$ cat src/rtl/serial_bridge_pkg.sv
// Shared types and constants for the serial word bridge: FSM state encoding
// and the address code that marks the one-cycle stall before byte transfer.
package serial_bridge_pkg;

   typedef enum logic [1:0] {
      IDLE  = 2'd0,
      STALL = 2'd1,
      XFER  = 2'd2,
      DONE  = 2'd3
   } state_t;

   // All ones at the given address width; saturates at 64 bits.
   function automatic logic [63:0] stall_code(input int unsigned addr_w);
      if (addr_w >= 64) return '1;
      return (64'd1 << addr_w) - 64'd1;
   endfunction

endpackage

$ cat src/rtl/serial_bridge_lane_ctr.sv
// Byte index counter for one word transfer plus the word lane that index maps
// to, honouring the byte ordering chosen by LSB_FIRST.
module serial_bridge_lane_ctr #(
   parameter  int WORD_BYTES = 4,
   parameter  bit LSB_FIRST  = 1'b1,
   localparam int IDX_W      = $clog2(WORD_BYTES + 1)
) (
   input  logic             clk,
   input  logic             rst,
   input  logic             advance,
   output logic [IDX_W-1:0] idx,
   output logic [IDX_W-1:0] lane,
   output logic             last
);

   localparam logic [IDX_W-1:0] LAST_IDX = IDX_W'(WORD_BYTES - 1);

   assign last = (idx == LAST_IDX);
   assign lane = LSB_FIRST ? idx : (LAST_IDX - idx);

   // Counts only while transferring and falls back to zero otherwise, so the
   // next transfer always starts at byte 0 without an explicit clear.
   always_ff @(posedge clk or negedge rst) begin
      if (!rst) begin
         idx <= '0;
      end else if (advance && !last) begin
         idx <= idx + IDX_W'(1);
      end else begin
         idx <= '0;
      end
   end

endmodule

$ cat src/rtl/serial_word_bridge.sv
// Word-to-byte-serial bridge: accepts a load/store word request, stalls one
// cycle, moves WORD_BYTES bytes over data_in/data_out, then pulses rsp_valid.
module serial_word_bridge
   import serial_bridge_pkg::*;
#(
   parameter int BYTE_W     = 8,
   parameter int WORD_BYTES = 4,
   parameter int ADDR_W     = 8,
   parameter bit LSB_FIRST  = 1'b1
) (
   input  logic                         clk,
   input  logic                         rst,
   input  logic                         req_valid,
   output logic                         req_ready,
   input  logic                         req_write,
   input  logic [BYTE_W*WORD_BYTES-1:0] req_wdata,
   output logic                         rsp_valid,
   output logic [BYTE_W*WORD_BYTES-1:0] rsp_rdata,
   input  logic [BYTE_W-1:0]            data_in,
   output logic [BYTE_W-1:0]            data_out,
   output logic [ADDR_W-1:0]            address_out,
   output logic                         mem_read,
   output logic                         mem_write
);

   localparam int WORD_W = BYTE_W * WORD_BYTES;
   localparam int IDX_W  = $clog2(WORD_BYTES + 1);
   localparam logic [ADDR_W-1:0] STALL_ADDR = ADDR_W'(stall_code(ADDR_W));

   // Sequence numbers 1..N must never collide with the stall code.
   if (WORD_BYTES < 1 || 64'(WORD_BYTES) >= stall_code(ADDR_W)) begin : g_param_err
      $error("serial_word_bridge: WORD_BYTES must be >= 1 and < 2**ADDR_W-1");
   end

   state_t             state;
   state_t             state_nx;
   logic               wr_q;
   logic [WORD_W-1:0]  wdata_q;
   logic [WORD_W-1:0]  word_buf;
   logic [WORD_W-1:0]  word_nx;
   logic [IDX_W-1:0]   idx;
   logic [IDX_W-1:0]   lane;
   logic               last;
   logic               accept;
   logic               in_xfer;

   assign accept  = req_valid && (state == IDLE);
   assign in_xfer = (state == XFER);

   serial_bridge_lane_ctr #(
      .WORD_BYTES (WORD_BYTES),
      .LSB_FIRST  (LSB_FIRST)
   ) u_lane_ctr (
      .clk     (clk),
      .rst     (rst),
      .advance (in_xfer),
      .idx     (idx),
      .lane    (lane),
      .last    (last)
   );

   always_comb begin
      state_nx = state;
      case (state)
         IDLE:    if (req_valid) state_nx = STALL;
         STALL:   state_nx = XFER;
         XFER:    if (last) state_nx = DONE;
         DONE:    state_nx = IDLE;
         default: state_nx = IDLE;
      endcase
   end

   always_comb begin
      req_ready   = 1'b0;
      rsp_valid   = 1'b0;
      address_out = '0;
      data_out    = '0;
      mem_read    = 1'b0;
      mem_write   = 1'b0;
      case (state)
         IDLE: req_ready = 1'b1;
         STALL: begin
            address_out = STALL_ADDR;
            mem_read    = !wr_q;
            mem_write   = wr_q;
         end
         XFER: begin
            address_out = ADDR_W'(idx) + ADDR_W'(1);
            mem_read    = !wr_q;
            mem_write   = wr_q;
            if (wr_q) data_out = wdata_q[int'(lane)*BYTE_W +: BYTE_W];
         end
         DONE:    rsp_valid = 1'b1;
         default: ;
      endcase
   end

   // Assembly buffer with the current serial byte merged into its lane; the
   // final merge goes straight to rsp_rdata so it is visible in DONE.
   always_comb begin
      word_nx = word_buf;
      word_nx[int'(lane)*BYTE_W +: BYTE_W] = data_in;
   end

   always_ff @(posedge clk or negedge rst) begin
      if (!rst) begin
         state     <= IDLE;
         wr_q      <= 1'b0;
         rsp_rdata <= '0;
      end else begin
         state <= state_nx;
         if (accept) wr_q <= req_write;
         if (in_xfer && !wr_q && last) rsp_rdata <= word_nx;
      end
   end

   // Every lane is rewritten before a load completes, so the data registers
   // need no reset; a partial word is simply never published.
   always_ff @(posedge clk) begin
      if (accept) wdata_q <= req_wdata;
      if (in_xfer && !wr_q) word_buf <= word_nx;
   end

endmodule
$ cat config.mk
export PLATFORM = sky130hd
export DESIGN_NAME = serial_word_bridge
export DESIGN_NICKNAME = d
export VERILOG_FILES = /design/src/rtl/serial_bridge_pkg.sv /design/src/rtl/serial_bridge_lane_ctr.sv /design/src/rtl/serial_word_bridge.sv
export SDC_FILE = /design/constraint.sdc
export NUM_CORES = 1
export LEC_CHECK = 0
export ABC_AREA = 0
export CAP_MARGIN = 30
export CORE_MARGIN = 4
export CORE_UTILIZATION = 55
export CTS_CLUSTER_DIAMETER = 100
export DETAILED_ROUTE_END_ITERATION = 10
export PLACE_DENSITY = 0.91
export SKIP_LAST_GASP = 1
export SLEW_MARGIN = 20
export SYNTH_ARGS = -nofsm -noshare
export SYNTH_HDL_FRONTEND = slang
export SYNTH_SLANG_ARGS = --single-unit
$ cat constraint.sdc
create_clock -name clk -period 6.2 [get_ports clk]
set_input_delay 0.93 -clock clk [delete_from_list [all_inputs] [get_ports clk]]
set_output_delay 0.93 -clock clk [all_outputs]
set_load 0.01 [all_outputs]
Word-level counts from Yosys, hierarchy flattened:

Cells that the tools add are included.

* add/subtract/negate cells: 3
* $mul: 0
* divide/modulo/power cells: 0
* order comparisons: 0
* equal/unequal tests: 6
* shift-type cells: 3
* muxes and demuxes: 12
* bitwise gates (word level): 0
* reduce and logical (&&, ||, !) cells: 9

Operators with widths (number)
* $neg A6 Y33: 1
* $shift A8 B33 Y32 const A: 1
* $shiftx A8 B33 Y32: 1
* $bwmux W32: 1
* $shiftx A32 B7 Y8: 1
* $mux W8: 2
* $pmux W8 S2: 1
* $pmux W2 S4: 1
* $add A3 B1 Y4 const B: 1
* $eq A2 B2 Y1 const B: 2
* $logic_and A1 B1 Y1: 4
* $mux W1: 4
* $mux W2: 2
* $ne A2 B2 Y1 const B: 2
* $add A3 B1 Y3 const B: 1
* $eq A3 B2 Y1 const B: 1
* $mux W3: 1
* $eq A2 B1 Y1 const B: 1
* $logic_not A1 Y1: 2
* $logic_not A2 Y1: 1
* $reduce_and A2 Y1: 1
* $reduce_or A2 Y1: 1

* register bits: 102
* bits in latches: 0
* memory bits (writable): 0
* ROM bits: 0
* input port bits: 44
* output and inout bits: 52
* word-level logic and storage cells: 39
* memories kept: 0

Depth between registers and ports, before layout:

Gate-level depths: netlist (run 1).

* depth in word-level cells: 4
* mapped depth: 10
* depth with buffers taken out: 6

Hierarchy:

From an unflattened synthesis (run 1), not the netlist that was laid out.

* cells, all modules: 299
* area total of the unflattened synthesis: 4465.5 µm²

By module, submodules not included
* serial_word_bridge: instances 1, cells an instance 287, area each 4315.4 µm², seq. area each 2797.7 µm²
* serial_bridge_lane_ctr: instances 1, cells an instance 12, area each 150.1 µm², seq. area each 75.1 µm²

Worst setup path before layout (run 1):

Ideal clock, no wire load.

* path type: reg-to-reg
* start: register u_lane_ctr.idx[0]
* end: register word_buf[6] (data pin)
* library setup time: 0.260 ns
* arrival time: 2.662 ns
* path slack: 3.277 ns
* cell stages (with the launch flop): 11
* path buffers: 4
* cell sequence: dfrtp_1 -> buf_2 -> inv_1 -> ha_1 -> ha_1 -> or4b_1 -> buf_2 -> or2_1 -> buf_6 -> buf_6 -> mux2_4

* longest elaborated chain between the ends: 3
* elaborated cells between the ends (all ways): 4
* those cells by class: 1 x add/sub; 2 x shift; 1 x mux

Ends and longest elaborated chain
* start, declared: line serial_bridge_lane_ctr.sv:11 `output logic [IDX_W-1:0] idx,`
* start signal, assigned: line serial_bridge_lane_ctr.sv:27 `idx <= idx + IDX_W'(1);`
* $neg A6 Y33 (*): line serial_word_bridge.sv:102 `word_nx[int'(lane)*BYTE_W +: BYTE_W] = data_in;`
* $shiftx A8 B33 Y32 or $shift A8 B33 Y32 (tied branches): line serial_word_bridge.sv:102
* $bwmux W32 (*): line serial_word_bridge.sv:102
* named net word_nx[6]: line serial_word_bridge.sv:40 `logic [WORD_W-1:0] word_nx;`
* end signal, assigned: line serial_word_bridge.sv:121 `if (in_xfer && !wr_q) word_buf <= word_nx;`
* end, declared: line serial_word_bridge.sv:39 `logic [WORD_W-1:0] word_buf;`

The timed path passes the listed nets; every way through them passes the cells marked *.
A chain may end at the register's enable or synchronous reset.

Worst setup path after layout (run 1):

* start: register u_lane_ctr.idx[0]
* end: output port address_out[1]

* longest elaborated chain between the ends: 2

Ends and longest elaborated chain
* $add A3 B1 Y4: line serial_word_bridge.sv:88 `address_out = ADDR_W'(idx) + ADDR_W'(1);`
* $pmux W8 S2: line serial_word_bridge.sv:80 `case (state)`
* end, declared: line serial_word_bridge.sv:21 `output logic [ADDR_W-1:0] address_out,`

Every way passes these cells.

==> metrics, run 1 <==
outcome finished clean; Post-DRT Antenna Nets 0; CP Class reg -> out; Slew headroom 0.497; Post-synth EDFFs 64; syn_nets 343; Routed WL 8940 µm; largest net degree at the start of global routing 41; DRC 0; post-synth top area cell edfxtp_1; worst reg-to-reg setup slack 2.87 ns; DP Worst Slack 2.89 ns; TritonCTS clock tree done; Register Area 0.00287 mm²; Final min period 3.45 ns; CP Data Required Time 5.27 ns; Die W 98.1 µm; # rows 32; area taken by multi-input logic gates 0.00146 mm²; max-cap violation count 0; first-pass GRT wire length 14800 µm; clk_lat worst skew 0.36 ns; Avg Cell Area, Syn 15.4 µm²; synthesized area 0.00446 mm²; Seq/Total Area, Yosys 0.644; FF-to-FF End word_buf[6]; core area 0.00781 mm²; synth top area cells edfxtp_1 (43%), dfrtp_1 (21%), mux2_2 (12%), o211ai_1 (5.4%), mux4_2 (4.0%); DRT met1 WL 3720 µm; period utilization 0.557; Yosys Warn Count 0; GRT Overall Usage 0.195; critical path arrival 2.52 ns; Tightest Pin Transition 0.755 ns; CP Launch Point u_lane_ctr.idx[0]; R2R depth 6; count of different cell masters after synthesis 33; Yosys reg bits 102; clock-pin slew on the worst setup and hold paths 0.10 ns; post_cts resized 0; layout cells sized above 1 0.213; hold buffer count at cts 0; vias in the first global route 2879; routed vias 2746; WL met3 475 µm; Final Worst Setup Slack 2.75 ns; Setup violations, final 0; Setup crit end address_out[1]; wire per inst 18.4 µm; Die Ht 98.1 µm; Final Cell Area 0.00567 mm²; Pleak 2.10 nW; Async SR Flop Fraction 0.373; n_diodes 0; routability cong. 0.826; cell count after synthesis 289; CTS Root Cell clkbuf_8; Pwr Density 443 mW/mm²; met2 wire length 4620 µm; Hold Crit Class reg -> reg; dominant synthesized flop cell edfxtp_1; Iter 0 DRT Violations 235; H-tree depth 3; final hold vios 0; Cell Area, Placed 0.00546 mm²; Layout Skew 0.00840 ns; Clock Sinks 102; placed insts 470; RSZ-0062 raised after global routing no; Overall Power 2.51 mW; vias per cell 5.64; 1st-pass router iterations 6; Nets 434; critical path capture point type primary output; Overflow after GRT 0; initial antenna violation count 0; Die ar. 0.00962 mm²; post-synth top area share 0.431; CTS Buf Count 9; Initial Util 0.571; clock buffer depth 2; setup bufs post-CTS 0; Startpoint Class register; top sig layer met4; f_max 0.289 GHz; Worst VDD drop 0.000261 V; RR Startpoint u_lane_ctr.idx[0]; fill cell count 492; Boundary Pins 96; final slew viol count 0; setup TNS 0 ns; worst-path maximum fanout 16; DP HPWL 6380 µm; count of input and output buffers 95; area delta synth->final 27.1%; Finished Layout Cells 487
routing by layer:
metal,vias up,GRT usage
li1,1274,-
met1,1353,0.252
met2,105,0.336
met3,14,0.0429
met4,0,0.0522
met5,-,0
placed cells by master, fill, tap and decap left out, types with 3 or more instances in the layout:
| cell | count |
|---|---|
| clkdlybuf4s50_1 | 94 |
| edfxtp_1 | 64 |
| mux2_2 | 48 |
| dfrtp_1 | 38 |
| o211ai_1 | 32 |
| nand2_1 | 24 |
| nor2b_1 | 14 |
| ha_1 | 10 |
| clkbuf_8 | 9 |
| mux4_2 | 8 |
| inv_1 | 6 |
| inv_6 | 4 |
| buf_4 | 4 |
| and2_1 | 3 |
stage by stage:
stage	util	hold slack (ns)
after floorplan	-	0.502
after CTS	0.723	0.519
after global placement	0.700	0.491
after global routing	0.727	0.534
final	0.727	0.514
after detailed placement	0.700	0.495
area by class of cell:
type                    count  share of cell area
repair buffers            100               0.177
well taps                 102              0.0225
clock inverters             7              0.0106
clock buffers               9              0.0218
multi-input cells         161               0.258
inverters                   6             0.00397
flip-flops and latches    102               0.506
critical path, stage by stage, from the launching register on:
cell	delay, ns
dfrtp_1	0.85
inv_1	0.11
ha_1	0.39
a21oi_1	0.10
nor2b_1	0.16
clkdlybuf4s50_1	0.56
cells by family after synthesis:
group / synth area share
DFF: 0.644
muxes: 0.168
and+or+nand+nor: 0.0673
AOI/OAI and AO/OA: 0.0637
buffers and inverters: 0.0289
adders and majority gates: 0.0280
synthesized netlist by cell type, types with 2 or more instances:
master     n
and2_1     3
ha_1      10
dfrtp_1   38
inv_1      6
edfxtp_1  64
buf_6      2
o21a_1     2
buf_4      3
mux2_4     2
o211ai_1  32
nand2_1   24
a21oi_1    2
mux4_2     8
nor2b_1   15
mux2_2    48
buf_2      4
clkbuf_1  10
worst min path at each step:
stage,slack (ns),start,endpoint,cells after the start
after floorplan,0.50,word_buf[0],rsp_rdata[0],2
after global placement,0.49,rsp_rdata[26],rsp_rdata[26],1
after detailed placement,0.49,rsp_rdata[27],rsp_rdata[27],1
after CTS,0.52,rsp_rdata[27],rsp_rdata[27],1
after global routing,0.53,rsp_rdata[24],rsp_rdata[24],1
final,0.51,rsp_rdata[28],rsp_rdata[28],1
where the power goes:
| group | internal, mW | switching, mW | leakage (nW) |
|---|---|---|---|
| Sequential | 0.988 | 0.126 | 1.04 |
| Clock | 0.155 | 0.237 | 0.0969 |
| Combinational | 0.566 | 0.440 | 0.971 |
registers in the layout (all words and copies together) (netlist names):
| name | flops |
|---|---|
| u_lane_ctr.idx | 3 |
| rsp_rdata | 32 |
| wdata_q | 32 |
| wr_q | 1 |
| state | 2 |
| word_buf | 32 |
No activity file was read; power rests on OpenSTA's default activity.
==> run 2, diff against run 1 <==
--- a/config.mk
+++ b/config.mk
@@ -8,10 +8,10 @@
 export ABC_AREA = 0
 export CAP_MARGIN = 30
 export CORE_MARGIN = 4
-export CORE_UTILIZATION = 55
+export CORE_UTILIZATION = 46
 export CTS_CLUSTER_DIAMETER = 100
 export DETAILED_ROUTE_END_ITERATION = 10
-export PLACE_DENSITY = 0.91
+export PLACE_DENSITY = 0.81
 export SKIP_LAST_GASP = 1
 export SLEW_MARGIN = 20
 export SYNTH_ARGS = -nofsm -noshare
==> constraint.sdc (replaced) <==
create_clock -name clk -period 2.93 [get_ports clk]
set_input_delay 0.4395 -clock clk [delete_from_list [all_inputs] [get_ports clk]]
set_output_delay 0.4395 -clock clk [all_outputs]
set_load 0.01 [all_outputs]
==> run 2 against run 1 <==
Combinational power grew 120%. Core utilization shrank 11 points. Sequential power grew 110%. Setup slack lost 2.5 ns. Largest cell class unchanged. Sequential share of layout area shrank 0.68 points. Clock skew grew 0.0067 ns. First-iteration DRC count shrank 49%. Register-to-register slack lost 2.5 ns. Critical path depth grew 1. Sequential cell count is the same. Final area grew 1.4%. Die area grew 18%.
==> metrics, run 2 (synthesized netlist as in run 1, its figures left out) <==
outcome finished clean (unchanged); n_diodes 0 (unchanged); GRT Overall Usage 0.167 (was 0.195); worst-path maximum fanout 15 (was 16); Die ar. 0.0113 mm² (was 0.00962 mm²); critical path capture point type primary output (unchanged); final slew viol count 0 (unchanged); Layout Skew 0.0151 ns (was 0.00840 ns); TritonCTS clock tree done (unchanged); Setup violations, final 0 (unchanged); setup TNS 0 ns (unchanged); Pwr Density 947 mW/mm² (was 443 mW/mm²); period utilization 0.921; Boundary Pins 96 (unchanged); Initial Util 0.478 (was 0.571); initial antenna violation count 0 (unchanged); final hold vios 0 (unchanged); Register Area 0.00287 mm² (unchanged); CP max stage delay 0.54 ns (was 0.85 ns); met3 Use GR 0.0255 (was 0.0429); Worst VDD drop 0.000549 V (was 0.000261 V); switching power 1.68 mW (was 803 µW); critical path arrival 2.26 ns (was 2.52 ns); Post-DRT Antenna Nets 0 (unchanged); layout cells sized above 1 0.221 (was 0.213); 1st-pass router iterations 5 (was 6); Die Ht 106 µm (was 98.1 µm); f_max 0.371 GHz; CTS Buf Count 9 (unchanged); cells along the critical path buf_4 > ha_1 > ha_1 > nor2b_1 > o21a_1 > clkdlybuf4s50_1 (was inv_1 > ha_1 > a21oi_1 > nor2b_1 > clkdlybuf4s50_1); met2 Usage GRT 0.290 (was 0.336); wire per inst 17.6 µm (was 18.4 µm); # rows 35 (was 32); fill cell count 710 (was 492); Routed WL 9100 µm (was 8940 µm); CP Class reg -> out (unchanged); first-pass GRT wire length 14700 µm (was 14800 µm); area delta synth->final 28.9% (was 27.1%); most used cell, CP ha_1; vias per cell 5.19 (was 5.64); core area 0.00933 mm² (was 0.00781 mm²); Final min period 2.70 ns; RSZ-0062 raised after global routing no (unchanged); largest net degree at the start of global routing 41 (unchanged); biggest regs rsp_rdata x32, wdata_q x32, word_buf x32 (unchanged); Comb pwr share 0.407 (was 0.400); clock buffer depth 2 (unchanged); CTS Root Cell clkbuf_8 (unchanged); Tightest Pin Transition 0.879 ns (was 0.755 ns); max-cap violation count 0 (unchanged); slowest cell on the critical path clkdlybuf4s50_1 (was dfrtp_1); commonest cells after routing, fill and taps aside clkdlybuf4s50_1 (94), edfxtp_1 (64), mux2_2 (48) (unchanged); Nets 438 (was 434); Slew headroom 0.414 (was 0.497); busiest grt layer met2 (unchanged); Hold Slack 0.187 ns (was 0.514 ns); CP Data Required Time 2.49 ns (was 5.27 ns); Startpoint Class register (unchanged); routed vias 2690 (was 2746); Clock Sinks 102 (unchanged); clk_lat worst skew 0.36 ns (about the same); Hold Crit Class in -> async (was reg -> reg); most common cell after layout, fill and taps aside clkdlybuf4s50_1 (unchanged); Pleak 2.12 nW (was 2.10 nW); count of input and output buffers 95 (unchanged); DRC 0 (unchanged); Clock power frac 0.169 (was 0.156); GR Util met1 0.214 (was 0.252); DP Worst Slack 0.388 ns (was 2.89 ns); Overflow after GRT 0 (unchanged); Reg power frac 0.424 (was 0.444); DP HPWL 6530 µm (was 6380 µm); H-tree depth 3 (unchanged); routability cong. 0.777 (was 0.826); clock-pin slew on the worst setup and hold paths 0.10 ns (about the same); P_int 3.77 mW (was 1.71 mW); Iter 0 DRT Violations 121 (was 235); Sw Share 0.308 (was 0.320); vias in the first global route 2881 (was 2879); Final Worst Setup Slack 0.231 ns (was 2.75 ns); area taken by multi-input logic gates 0.00147 mm² (was 0.00146 mm²); Die W 106 µm (was 98.1 µm)
-- run 2: repair_timing --
| item | in CTS | in global routing |
|---|---|---|
| gates resized for setup | 0 | 2 |
| buffers inserted | 0 | 0 |
| endpoints found under the setup margin | 0 | 8 |
| hold buffers | 0 | 0 |
-- run 2: worst max-delay path, delay by kind of cell, from the launching register on --
family	cells	cell delay, ns
fa+ha+maj	2	0.52
buf+inv	2	0.75
simple gates	1	0.13
flops	1	0.39
compound gates	1	0.12
-- run 2: through the flow --
step                      total power, mW  cells  utilization  cell area, µm²
final                                5.45    518        0.616            5750
after global routing                 5.78    518        0.616            5750
after CTS                            5.49    518        0.616            5740
after detailed placement             4.58    502        0.593            5530
after global placement               4.49    502        0.593            5530
after floorplan                      3.60    289            -            4460
-- run 2: cell type report --
class,instances,share of cell area
multi-input cells,161,0.256
clock buffers,12,0.0272
inverters,6,0.00392
flip-flops and latches,102,0.500
repair buffers,104,0.176
well taps,129,0.0281
clock inverters,4,0.00936
-- run 2: power by group through the flow --
| stage | Combinational, mW | Sequential, mW | Clock, mW |
|---|---|---|---|
| after floorplan | 1.20 | 2.40 | 0 |
| after global placement | 2.18 | 2.31 | 0 |
| after detailed placement | 2.23 | 2.34 | 0 |
| after CTS | 2.24 | 2.31 | 0.941 |
| after global routing | 2.40 | 2.36 | 1.02 |
| final | 2.22 | 2.31 | 0.920 |
-- run 2: metal layers --
metal	wire length, µm	up-vias
met5	0	-
met4	82	0
met3	330	6
met2	4690	67
met1	4000	1341
li1	-	1276
-- run 2: path summary, 6_finish.rpt --
kind	depth (start not counted)	slack, ns	from	endpoint
max	6	0.23	u_lane_ctr.idx[0]	address_out[2]
min	1	0.19	rst	rsp_rdata[23]
max reg2reg	6	0.38	u_lane_ctr.idx[0]	word_buf[6]
min reg2reg	2	0.52	rsp_rdata[23]	rsp_rdata[23]
max in group asynchronous	1	2.19	rst	state[0]
min in group clk	2	0.52	rsp_rdata[23]	rsp_rdata[23]
